### config.mk
export PLATFORM = sky130hd
export DESIGN_NAME = servo_pwm_slew
export DESIGN_NICKNAME = d
export VERILOG_FILES = /design/src/rtl/servo_pkg.sv /design/src/rtl/servo_slew_limiter.sv /design/src/rtl/servo_pwm_slew.sv
export SDC_FILE = /design/constraint.sdc
export NUM_CORES = 1
export LEC_CHECK = 0
export CORE_MARGIN = 4
export CORE_UTILIZATION = 55
export CTS_BUF_LIST = sky130_fd_sc_hd__clkbuf_8
export DETAILED_ROUTE_END_ITERATION = 8
export GPL_TIMING_DRIVEN = 0
export PLACE_DENSITY = 0.77
export SLEW_MARGIN = 20
export SYNTH_ARGS = -nofsm -noshare
export SYNTH_HDL_FRONTEND = slang
export SYNTH_SLANG_ARGS = --single-unit
### constraint.sdc
create_clock -name clk -period 4.23 [get_ports clk]
set_clock_uncertainty 0.1 [all_clocks]
set_input_delay 0.846 -clock clk [delete_from_list [all_inputs] [get_ports clk]]
set_output_delay 0.846 -clock clk [all_outputs]
set_load 0.02 [all_outputs]
### src/rtl/servo_pkg.sv
// Shared servo timing defaults, FSM state type and pulse-length helper.
package servo_pkg;

    localparam int unsigned POS_W            = 8;
    localparam int unsigned FRAME_CYCLES_DEF = 1500000;
    localparam int unsigned PULSE_MIN_DEF    = 50000;
    localparam int unsigned PULSE_STEP_DEF   = 196;
    localparam int unsigned SLEW_STEP_DEF    = 4;
    localparam int unsigned RESET_POS_DEF    = 128;

    typedef enum logic {
        ST_IDLE = 1'b0,
        ST_RUN  = 1'b1
    } servo_state_e;

    // Pulse length at 32-bit width; 255 * step + min stays far below 2^32.
    function automatic int unsigned pulse_len(input logic [POS_W-1:0] pos,
                                              input int unsigned       min_c,
                                              input int unsigned       step_c);
        return min_c + 32'(pos) * step_c;
    endfunction

endpackage

### src/rtl/servo_slew_limiter.sv
// Moves cur toward target by at most step, never overshooting or wrapping.
module servo_slew_limiter
    import servo_pkg::*;
(
    input  logic [POS_W-1:0] cur,
    input  logic [POS_W-1:0] target,
    input  logic [POS_W-1:0] step,
    output logic [POS_W-1:0] next
);

    logic [POS_W:0] w_diff;
    logic [POS_W:0] w_mag;
    logic           w_neg;

    always_comb begin
        w_diff = {1'b0, target} - {1'b0, cur};
        w_neg  = w_diff[POS_W];
        w_mag  = w_neg ? (~w_diff + (POS_W+1)'(1)) : w_diff;
        next   = target;
        if (w_mag > {1'b0, step}) begin
            next = w_neg ? (cur - step) : (cur + step);
        end
    end

endmodule

### src/rtl/servo_pwm_slew.sv
// Frame-based servo PWM generator with optional per-frame position slew.
// Optional feature macro: SERVO_SLEW_EN (slew limiting on the driven position).
module servo_pwm_slew
    import servo_pkg::*;
#(
    parameter int unsigned FRAME_CYCLES      = FRAME_CYCLES_DEF,
    parameter int unsigned PULSE_MIN_CYCLES  = PULSE_MIN_DEF,
    parameter int unsigned PULSE_STEP_CYCLES = PULSE_STEP_DEF,
    parameter int unsigned SLEW_STEP         = SLEW_STEP_DEF,
    parameter int unsigned RESET_POS         = RESET_POS_DEF
) (
    input  logic             clk,
    input  logic             reset,
    input  logic             enable,
    input  logic [POS_W-1:0] position,
    output logic             pwm_out,
    output logic             frame_start,
    output logic [POS_W-1:0] cur_position,
    output logic             at_target
);

    localparam int unsigned CNT_W   = $clog2(FRAME_CYCLES);
    localparam int unsigned LEN_MAX = PULSE_MIN_CYCLES + 255 * PULSE_STEP_CYCLES;
    localparam int unsigned LEN_W   = $clog2(LEN_MAX + 1);

    servo_state_e     r_state, w_state_nxt;
    logic [CNT_W-1:0] r_cnt, w_cnt_nxt;
    logic [LEN_W-1:0] r_pulse_len, w_len_nxt;
    logic             r_pwm, w_pwm_nxt;
    logic             r_fs, w_fs_nxt;
    logic             r_at, w_at_nxt;
    logic [POS_W-1:0] r_target, w_target_nxt;
    logic [POS_W-1:0] r_cur, w_cur_nxt;
    logic [POS_W-1:0] w_slew_cur;
    logic             w_start;

`ifdef SERVO_SLEW_EN
    servo_slew_limiter u_slew (
        .cur    (r_cur),
        .target (position),
        .step   (POS_W'(SLEW_STEP)),
        .next   (w_slew_cur)
    );
`else
    assign w_slew_cur = position;
`endif

    always_ff @(posedge clk) begin
        if (reset) begin
            r_state     <= ST_IDLE;
            r_cnt       <= '0;
            r_pulse_len <= '0;
            r_pwm       <= 1'b0;
            r_fs        <= 1'b0;
            r_at        <= 1'b0;
            r_target    <= POS_W'(RESET_POS);
            r_cur       <= POS_W'(RESET_POS);
        end else begin
            r_state     <= w_state_nxt;
            r_cnt       <= w_cnt_nxt;
            r_pulse_len <= w_len_nxt;
            r_pwm       <= w_pwm_nxt;
            r_fs        <= w_fs_nxt;
            r_at        <= w_at_nxt;
            r_target    <= w_target_nxt;
            r_cur       <= w_cur_nxt;
        end
    end

    // Enable is only looked at in idle or on the last cycle of a frame.
    always_comb begin
        w_state_nxt  = r_state;
        w_cnt_nxt    = r_cnt;
        w_len_nxt    = r_pulse_len;
        w_pwm_nxt    = 1'b0;
        w_fs_nxt     = 1'b0;
        w_at_nxt     = r_at;
        w_target_nxt = r_target;
        w_cur_nxt    = r_cur;
        w_start      = 1'b0;

        case (r_state)
            ST_IDLE: begin
                w_cnt_nxt = '0;
                w_at_nxt  = 1'b0;
                w_start   = enable;
            end
            ST_RUN: begin
                w_pwm_nxt = (32'(r_cnt) < 32'(r_pulse_len));
                if (r_fs) begin
                    w_at_nxt = (r_cur == r_target);
                end
                if (32'(r_cnt) == FRAME_CYCLES - 1) begin
                    w_cnt_nxt = '0;
                    if (enable) begin
                        w_start = 1'b1;
                    end else begin
                        w_state_nxt = ST_IDLE;
                        w_at_nxt    = 1'b0;
                    end
                end else begin
                    w_cnt_nxt = r_cnt + CNT_W'(1);
                end
            end
            default: w_state_nxt = ST_IDLE;
        endcase

        if (w_start) begin
            w_state_nxt  = ST_RUN;
            w_fs_nxt     = 1'b1;
            w_target_nxt = position;
            w_cur_nxt    = w_slew_cur;
            w_len_nxt    = LEN_W'(pulse_len(w_slew_cur, PULSE_MIN_CYCLES, PULSE_STEP_CYCLES));
        end
    end

    assign pwm_out      = r_pwm;
    assign frame_start  = r_fs;
    assign cur_position = r_cur;
    assign at_target    = r_at;

endmodule

[Yosys cells after proc, flatten, opt, wreduce, memory -nomap -nowiden]
Index checks and enable logic that the tools add are counted.
Word-level totals
  output and inout bits: 11
  input port bits: 11
  register bits: 50
Operators by class
  add/sub/neg operators: 2
  reduce and logical (&&, ||, !) cells: 1
  mux-type cells: 13
  equality and inequality tests: 1
  magnitude comparators: 1
  multiply operators: 1
  bitwise operators: 1
Operators by type and width (number)
  $pmux W21 S2: 1
  $add A21 B1 Y21 const B: 1
  $eq A21 B21 Y1 const B: 1
  $lt A21 B17 Y1: 1
  $mux W21: 1
  $add A16 B16 Y17 const A: 1
  $mul A8 B6 Y14 const B: 1
  $mux W1: 9
  $pmux W1 S2: 2
  $reduce_or A2 Y1: 1
  $not A1 Y1: 1

[Logic depth before layout (Yosys ltp)]
  depth in word-level cells: 4
  gate-level depth with buffers: 13
  depth with buffers taken out: 13

[Worst setup path after synthesis]
Ideal clock, no wire load.
  kind: in2reg
  start: in position[1]
  end: reg r_pulse_len[15]
  data arrival time: 3866 ps
  setup time: 80 ps
  setup slack: 184 ps
  buffers on the path: 0
  stages on the path: 13
  cell sequence: ha_1 > fa_1 > ha_1 > ha_1 > fa_1 > a211oi_1 > o21ai_1 > a21oi_1 > xor2_1 > o31a_1 > xnor2_1 > nor2_1 > a211oi_2
On the way
  word-level cells in the longest chain between the ends: 2
Ends and longest elaborated chain
  from (decl): line servo_pwm_slew.sv:15  | input logic [POS_W-1:0] position,
  $mul A8 B6 Y14: line servo_pkg.sv:20  | return min_c + 32'(pos) * step_c;
  $add A16 B16 Y17: line servo_pkg.sv:20
  to (signal assigned): line servo_pwm_slew.sv:61  | r_pulse_len <= w_len_nxt;
  to (decl): line servo_pwm_slew.sv:28  | logic [LEN_W-1:0] r_pulse_len, w_len_nxt;
Every way passes these cells.
A chain may end at the register's enable or synchronous reset.

[Worst setup path in the final report]
  start: in position[2]
  end: reg r_pulse_len[15]
The elaborated chain is that of the path after synthesis.

==> flow_metrics.tcl <==
set metrics [dict create \
    routedWlPerCell_um 13.2 \
    synth_top_area_share_pct 31.4 \
    initial_utilization_pct 57.1 \
    fin_crit_sh_pct 95.0 \
    cts_tree "yes" \
    grt_pass1_vias 2244 \
    setup.worst_path.end_class "flop" \
    grt.met2_usage_pct 34.5 \
    seq_area_frac_synth_pct 31.4 \
    period_minus_slack_ps 4020 \
    final_util_pct 65.4 \
    die_x_um 81.0 \
    most-common-layout-cells "53 x nor2_1, 46 x dfxtp_1, 44 x ha_1, 23 x inv_1, 19 x xor2_1" \
    ant_nets 0 \
    htreeDepth 2 \
    layout_commonest_cell "nor2_1" \
    outcome "finished clean" \
    synthCells 316 \
    firstDrtPassIters 4 \
    gr-total-overflow 0 \
    grt_util_met1_pct 22.5 \
    clk-insertion-delay-late_ps 290 \
    antenna-diode-count 0 \
    grt_max_degree 14 \
    intPower_w 0.000808 \
    synth_cell_types 45 \
    synth_edf_count 0 \
    min_path_cells 2 \
    switchingPower_w 0.000356 \
    slowest_delay_ps 460 \
    yosys.area.top_type "dfxtp_1" \
    synth.area.top_cells "dfxtp_1 31%, ha_1 19%, nor2_1 6.8%" \
    reg2reg_to "cur_position[2]" \
    setup_violations 0 \
    pre_cts_slack_ps -572 \
    fin_ws_ps 212 \
    met3_usage_pct 3.44 \
    cp_slowest_cell "fa_1" \
    grt.total_usage_pct 19.0 \
    syn_nets 374 \
    hold_ws_ps 382 \
    crit_required_ps 4340 \
    r2r_start "r_cnt[0]" \
    rrSetupSlack_ps 2010 \
    p_sw_share_pct 30.6 \
    ir_worst_vdd_mv 0.168 \
    die-area_sq_mm 0.00657 \
    area_delta_synth_final_pct 14.6 \
    syn_area_per_cell_sq_um 9.29 \
    place_inst 406 \
    cts_root_buffer "clkbuf_8" \
    synth_warnings 0 \
    reg2reg_depth 9 \
    tightestPinTransition_ps 618 \
    vias_per_cell 5.26 \
    grt_pass1_wl_mm 9.85 \
    path_cells "dlygate4sd2_1 -> ha_1 -> fa_1 -> ha_1 -> ha_1 -> fa_2 -> a211oi_2 -> o21ai_1 -> a21oi_1 -> xor2_1 -> o31a_1 -> xnor2_1 -> nor2_1 -> a211oi_2" \
    power.density_mw_per_mm2 346 \
    wl_mm 5.48 \
    gp_congestion 0.838 \
    slew_violations 0 \
    hold_viol 0 \
    hold_class "reg -> reg" \
    rsz0062_at_grt "false" \
    leakage_nw 1.50 \
    power.share.clock_pct 26.8 \
    top_usage_layer "met2" \
    cts_buffers 5 \
    final_area_sq_mm 0.00336 \
    hpwl_mm 4.44 \
    nets 403 \
    power_frac_comb_pct 33.0 \
    port-buffer-count 20 \
    hold_start "r_pulse_len[9]" \
    max-cap-violations 0 \
    drtIter0Drc 21 \
    synth_area_sq_mm 0.00293 \
    crit_fanout 5 \
    min_to "r_pulse_len[9]" \
    worstSetupPathType "in -> reg" \
    fmaxAchievable_mhz 249 \
    cts_buffer_depth 2 \
    core-area_sq_mm 0.00514 \
    ioPinCount 22 \
    path_clk_slew_ps 80 \
    slew_headroom_pct 58.8 \
    ys_async_sr_fraction_pct 0 \
    antenna_found_initial 0 \
    num_vias 2188 \
    cp-start-kind "input port" \
    final_cells 416 \
    rows 26 \
    die_h_um 81.0 \
    arrival_ps 4130 \
    seq_power_share_pct 40.2 \
    ys_ff_latch 46 \
    synth_flop_cell "dfxtp_1" \
    placed_area_sq_mm 0.00322 \
    clock_sinks 46 \
    drive_above_1_share_pct 9.54 \
    route.detailed.drc 0 \
    cp_common_cell "ha_1" \
]
-- registers in the layout, indices dropped and copies added, names as in the netlist --
name	cells
r_pulse_len	13
frame_start	1
at_target	1
r_cnt	21
pwm_out	1
cur_position	8
r_state	1
-- worst max-delay path: cells and delay by family --
family / cells / cell delay, ps
xor gates and xnor gates: 2 / 340
AOI/OAI and AO/OA: 5 / 910
and+or+nand+nor: 1 / 70
buffers and inverters: 1 / 290
adders and majority gates: 5 / 1670
-- Yosys cell counts (3+ instances only) --
cell type and instances:
nor2_1 53, dfxtp_1 46, ha_1 44, inv_1 21, xor2_1 19, a21oi_1 15, xnor2_1 15, nand3_1 13
mux2i_1 10, a211oi_2 6, a21o_1 6, nand2_1 6, and4_1 5, and3_1 3, and3_4 3, buf_6 3
clkbuf_1 3, fa_1 3, nand2b_1 3, nand4_1 3
-- metal layers --
layer,routed length (um),vias up,part of all wire (%)
li1,-,1144,-
met1,2460,1012,45
met2,2810,25,51
met3,142,7,2.6
met4,63,0,1.2
met5,0,-,0
-- worst max-delay path by stage --
stage	start	end	slack, ps	cells past startpoint
after global routing	position[2]	r_pulse_len[15]	2	14
after floorplan	position[1]	r_pulse_len[15]	180	13
after detailed placement	position[2]	r_pulse_len[15]	-570	14
after CTS	position[1]	r_pulse_len[15]	10	13
after global placement	position[2]	r_pulse_len[15]	-580	14
final	position[2]	r_pulse_len[15]	210	14
-- final cells by class --
type	count	area (sq um)
timing repair buffer	22	221
clock inverter	3	37.5
sequential	46	921
buffer	10	70.1
inverter	21	78.8
tap	70	87.6
clock buffer	5	68.8
fill	437	1780
multi-input combinational	239	1880
-- cells by family after synthesis --
logic type,share of synthesized area (%)
DFF,31.4
AOI/OAI and AO/OA,9.47
adders and majority gates,20.8
xor gates and xnor gates,10.7
buffers and inverters,5.07
and+or+nand+nor,19.1
muxes,3.41
-- repair_timing --
action | in CTS | in global routing
pin swaps | 2 | 3
setup endpoints to repair | 4 | 3
hold buffers | 0 | 0
gates resized for setup | 4 | 3
setup buffers | 2 | 0
-- power groups by stage --
| stage | registers (W) | logic (W) | clock network, W |
|---|---|---|---|
| after floorplan | 0.000481 | 0.000282 | 0 |
| after global placement | 0.000477 | 0.000355 | 0 |
| after detailed placement | 0.000478 | 0.000365 | 0 |
| after CTS | 0.000468 | 0.000386 | 0.000318 |
| after global routing | 0.000472 | 0.000434 | 0.000336 |
| final | 0.000468 | 0.000384 | 0.000312 |
-- stage by stage --
step,TNS (ps),total power [W]
6_report,0,0.00116
5_1_grt,0,0.00124
4_1_cts,0,0.00117
3_5_place_dp,-1700,0.000843
3_3_place_gp,-1630,0.000832
2_1_floorplan,0,0.000763
(Power assumes the default switching activity.)
==> patch 1 (config.mk and constraints unchanged) <==
Change the package constant `PULSE_STEP_DEF` from 196 to 98.
--- a/src/rtl/servo_pkg.sv
+++ b/src/rtl/servo_pkg.sv
@@ -5,5 +5,5 @@
     localparam int unsigned FRAME_CYCLES_DEF = 1500000;
     localparam int unsigned PULSE_MIN_DEF    = 50000;
-    localparam int unsigned PULSE_STEP_DEF   = 196;
+    localparam int unsigned PULSE_STEP_DEF   = 98;
     localparam int unsigned SLEW_STEP_DEF    = 4;
     localparam int unsigned RESET_POS_DEF    = 128;
Function: no difference found for any inputs over 10 cycles, from zero or initial values and one cycle with reset high; that may be too few to reach the edited logic, so the function may still have changed.
==> patch 1 against the original RTL <==
- synthesized area rose by 5.1%
- clock power fell by 21%
- global-route usage fell by 0.91 points
- worst setup slack got worse by 0.037 ns
- highest routed layer unchanged
- maximum frequency fell by 0.90%
- routed wire length rose by 3.9%
- design area rose by 4.1%
- total power fell by 1.2%
- sequential cell count did not move
- combinational power rose by 12%
==> patch 1: results <==
metrics = {
    "sta": {
        "tightestPinTransition_ns": 0.587,
    },
    "power_and_ir_drop": {
        "p_sw_uw": 379,
        "peakVddDrop_uv": 153,
        "p_leak_nw": 1.49,
    },
    "final_layout": {
        "largest_reg_flops": 21,
        "max_flop_register": "r_cnt",
        "drive_gt1_share_pct": 7.59,
        "antenna_cells": 0,
    },
    "global_routing": {
        "grt_pass1_vias": 2377,
        "grt_max_degree": 13,
        "grt_first_pass_wirelength_um": 10500,
        "track_usage_pct": 18.1,
    },
    "synthesis": {
        "synth_fp_nets": 400,
        "yosysUniqueCellTypes": 51,
        "syn-instance-count": 340,
        "yosys-top-cells-area": "dfxtp_1 (30%), ha_1 (19%), nor2_1 (5.8%)",
        "synthTopCellsByCount": "nor2_1 (48), dfxtp_1 (46), ha_1 (46)",
        "synth-main-ff-cell": "dfxtp_1",
        "yosysSeqAreaShare_pct": 29.9,
    },
    "drt": {
        "wirelength_um": 5690,
        "drc_errors": 0,
        "avgRoutedWirePerCell_um": 12.9,
        "dr.pass1.iters": 4,
        "drt_iter0_drc": 67,
        "vias_per_cell": 5.38,
    },
    "placed_design": {
        "io_buffers": 21,
        "place_congestion": 0.854,
        "dp_hpwl_um": 4560,
        "placedCellCount": 433,
    },
    "worst_setup_path": {
        "cp_data_arrival_time_ns": 4.17,
        "path_max_fanout": 3,
    },
    "worst_hold_path": {
        "hold_class": "reg2reg",
    },
    "clock_network": {
        "clockRootBuffer": "clkbuf_8",
        "cts_buffers": 5,
        "clkLatencyLatePin_ns": 0.30,
    },
    "run_status": {
        "status": "completed",
    },
}
[patch 1: cell count changes after synthesis, sizes merged, moves of 4 or more]
cell   before  now
nor2       55   48
nor3        2    6
nor2b       1    8
inv        21   31
and4        5    1
xor2       20   12
a21oi      15    8
[patch 1: worst max-delay path: stages]
cell and delay (ns):
clkdlybuf4s50_1 0.47, ha_1 0.34, fa_1 0.46, ha_1 0.31
ha_1 0.22, inv_1 0.07, fa_2 0.23, nor2b_2 0.06
o31a_1 0.27, o311a_1 0.32, nand4b_1 0.22, xnor2_1 0.17
a211oi_1 0.19
[patch 1: final timing paths]
check,from,to,slack [ns],cells after the start
max,position[1],r_pulse_len[14],0.18,13
min,cur_position[4],cur_position[4],0.40,2
max reg2reg,r_cnt[0],cur_position[6],1.60,9
min reg2reg,cur_position[4],cur_position[4],0.40,2
[patch 1: final cells by class]
class	count	area, µm²
multi-input cells	253	2000
clock buffers	5	68.8
clock inverters	2	7.51
flip-flops and latches	46	921
inverters	31	116
repair buffers	22	223
well taps	72	90.1
fillers	459	1970
plain buffers	10	76.3
[patch 1: per-stage QoR]
stage | area [µm²] | setup WS (ns) | hold slack (ns)
after global placement | 3380 | -0.274 | 0.376
final | 3500 | 0.175 | 0.401
after detailed placement | 3380 | -0.291 | 0.388
after global routing | 3500 | -0.00718 | 0.433
after CTS | 3460 | 0.0142 | 0.410
after floorplan | 3080 | 0.456 | 0.356
[patch 1: kinds of logic (layout without fill, tap and decap cells)]
kind of cell    after synthesis  after routing  synth area share (%)
buf+inv                      41             70                  6.25
flops                        46             46                  29.9
compound gates               46             46                  12.0
mux                          12             12                  3.89
fa+ha+maj                    49             49                  20.6
xor+xnor                     30             30                  8.52
simple gates                116            116                  18.9
[patch 1: routing by layer]
layer | vias up | track usage [%] | part of all wire [%]
li1 | 1239 | - | -
met1 | 1098 | 21.6 | 46
met2 | 25 | 32.4 | 49
met3 | 10 | 3.17 | 2.6
met4 | 0 | 6.24 | 2.0
met5 | - | 0 | 0
[patch 1: power by group through the flow]
stage / Clock [mW] / Sequential [mW] / Combinational, mW
6_report: 0.246 / 0.474 / 0.430
5_1_grt: 0.270 / 0.478 / 0.490
4_1_cts: 0.252 / 0.474 / 0.417
3_5_place_dp: 0 / 0.484 / 0.411
3_3_place_gp: 0 / 0.484 / 0.403
2_1_floorplan: 0 / 0.487 / 0.320
[patch 1: timing repair]
item | CTS | global route
endpoints found under the hold margin | 0 | 0
setup buffers | 0 | 1
gates resized for setup | 0 | 8
endpoints found under the setup margin | 0 | 5
==> patch 2 (same flow settings) <==
Without the edit above. Register the output `pwm_out` once more, with the module's reset; this adds one clock of latency there. The other outputs are not delayed to match.
--- a/src/rtl/servo_pwm_slew.sv
+++ b/src/rtl/servo_pwm_slew.sv
@@ -115,5 +115,11 @@
     end
 
-    assign pwm_out      = r_pwm;
+    always_ff @(posedge clk) begin
+        if (reset) begin
+            pwm_out <= '0;
+        end else begin
+            pwm_out <= r_pwm;
+        end
+    end
     assign frame_start  = r_fs;
     assign cur_position = r_cur;
Formal check against the unedited RTL: not equivalent (a bounded check fails within 4 cycles, from zero or initial values and one cycle with reset high).
==> patch 2 against the original RTL <==
- routed wire length is 9.2% higher
- synthesized area increased by 2.9%
- sequential cell count grew 1
- worst setup slack worse by 0.057 ns
- design area grew 2.8%
- via count is 8.6% higher
- register-to-register slack gained 0.11 ns
- synthesized cell count increased by 8.9%
- global-route usage is 1.0 points higher
- total power increased by 3.6%
- critical path type unchanged
- largest power group unchanged
==> patch 2: results <==
metrics = {
    "run_status": {
        "status": "completed",
    },
    "worst_setup_path": {
        "cp_data_arrival_time_ns": 4.19,
        "worstSetupStartpoint": "position[0]",
        "path_max_fanout": 3,
    },
    "global_routing": {
        "grt_first_pass_wirelength_um": 10400,
        "track_usage_pct": 20.0,
        "grt_max_degree": 16,
    },
    "worst_hold_path": {
        "holdCritStartpoint": "r_pwm",
        "hold_class": "reg2reg",
    },
    "synthesis": {
        "yosysSeqAreaShare_pct": 31.2,
        "synthTopCellsByCount": "dfxtp_1 (47), ha_1 (44), nor2_1 (40)",
        "yosysUniqueCellTypes": 55,
        "ys_seq_elements": 47,
        "synth_fp_nets": 402,
        "yosys-top-cells-area": "dfxtp_1 (31%), ha_1 (18%), nor2_1 (5.0%)",
    },
    "drt": {
        "dr.pass1.iters": 4,
        "wirelength_um": 5980,
        "vias": 2377,
        "drt_iter0_drc": 62,
    },
    "final_layout": {
        "nNetsFinal": 429,
        "drive_gt1_share_pct": 9.95,
    },
    "sta": {
        "tightestPinTransition_ns": 0.491,
    },
    "power_and_ir_drop": {
        "p_leak_nw": 1.43,
        "p_sw_uw": 386,
        "peakVddDrop_uv": 171,
    },
    "placed_design": {
        "placed_area_um2": 3310,
        "place_congestion": 0.841,
        "dp_hpwl_um": 4660,
        "dpl_worst_slack_ns": -0.483,
    },
    "clock_network": {
        "h-tree-depth": 2,
        "cts_buffers": 5,
        "cts_setup_buffers": 0,
    },
}
patch 2: final cells by class:
type | count | area (µm²)
buffer | 13 | 75.1
clock buffer | 5 | 68.8
clock inverter | 3 | 43.8
fill | 428 | 1750
inverter | 21 | 78.8
multi-input combinational | 263 | 1960
sequential | 47 | 941
tap | 70 | 87.6
timing repair buffer | 20 | 204
patch 2: per-stage QoR:
step           instances  setup TNS, ns  power (mW)
6_report             442              0        1.21
3_5_place_dp         434          -1.87       0.874
4_1_cts              442              0        1.21
3_3_place_gp         434          -1.52       0.862
5_1_grt              442              0        1.29
2_1_floorplan        344              0       0.786
patch 2: power groups by stage:
stage | Combinational [mW] | Clock (mW) | Sequential [mW]
6_report | 0.402 | 0.328 | 0.477
3_3_place_gp | 0.376 | 0 | 0.486
2_1_floorplan | 0.296 | 0 | 0.491
4_1_cts | 0.391 | 0.340 | 0.477
3_5_place_dp | 0.386 | 0 | 0.487
5_1_grt | 0.455 | 0.352 | 0.480
patch 2: layer usage:
| metal | up-vias | GRT usage (%) | wire [µm] |
|---|---|---|---|
| met5 | - | 0 | 0 |
| met4 | 0 | 8.47 | 107 |
| met3 | 8 | 3.84 | 138 |
| met2 | 26 | 35.5 | 2950 |
| met1 | 1099 | 23.3 | 2780 |
| li1 | 1244 | - | - |
patch 2: timing repair:
item,CTS,global route
resized for setup,3,5
endpoints found under the setup margin,3,2
pin swaps,1,1
hold buffers,0,0
patch 2: logic make-up (layout without fill, tap and decap cells):
logic type      count (synthesis)  count (layout)  synth area share, %
mux                             1               1                0.332
simple gates                  129             129                 21.5
xor+xnor                       30              30                 8.71
flops                          47              47                 31.2
fa+ha+maj                      47              47                 20.2
compound gates                 56              56                 13.0
buf+inv                        34              62                 5.10
patch 2: worst max-delay path, stage by stage:
cell             delay, ns
clkdlybuf4s50_1       0.47
ha_1                  0.24
fa_1                  0.45
ha_1                  0.31
ha_2                  0.21
fa_2                  0.37
a211o_1               0.31
a2111o_1              0.39
o311ai_2              0.11
a41oi_1               0.10
xnor2_1               0.16
a211oi_1              0.23
patch 2: final timing paths:
kind / endpoint / slack, ns / depth (start not counted)
worst max-delay path: r_pulse_len[15] / 0.16 / 12
worst min-delay path: pwm_out / 0.34 / 1
worst max register to register: cur_position[3] / 2.12 / 9
worst min register to register: pwm_out / 0.34 / 1
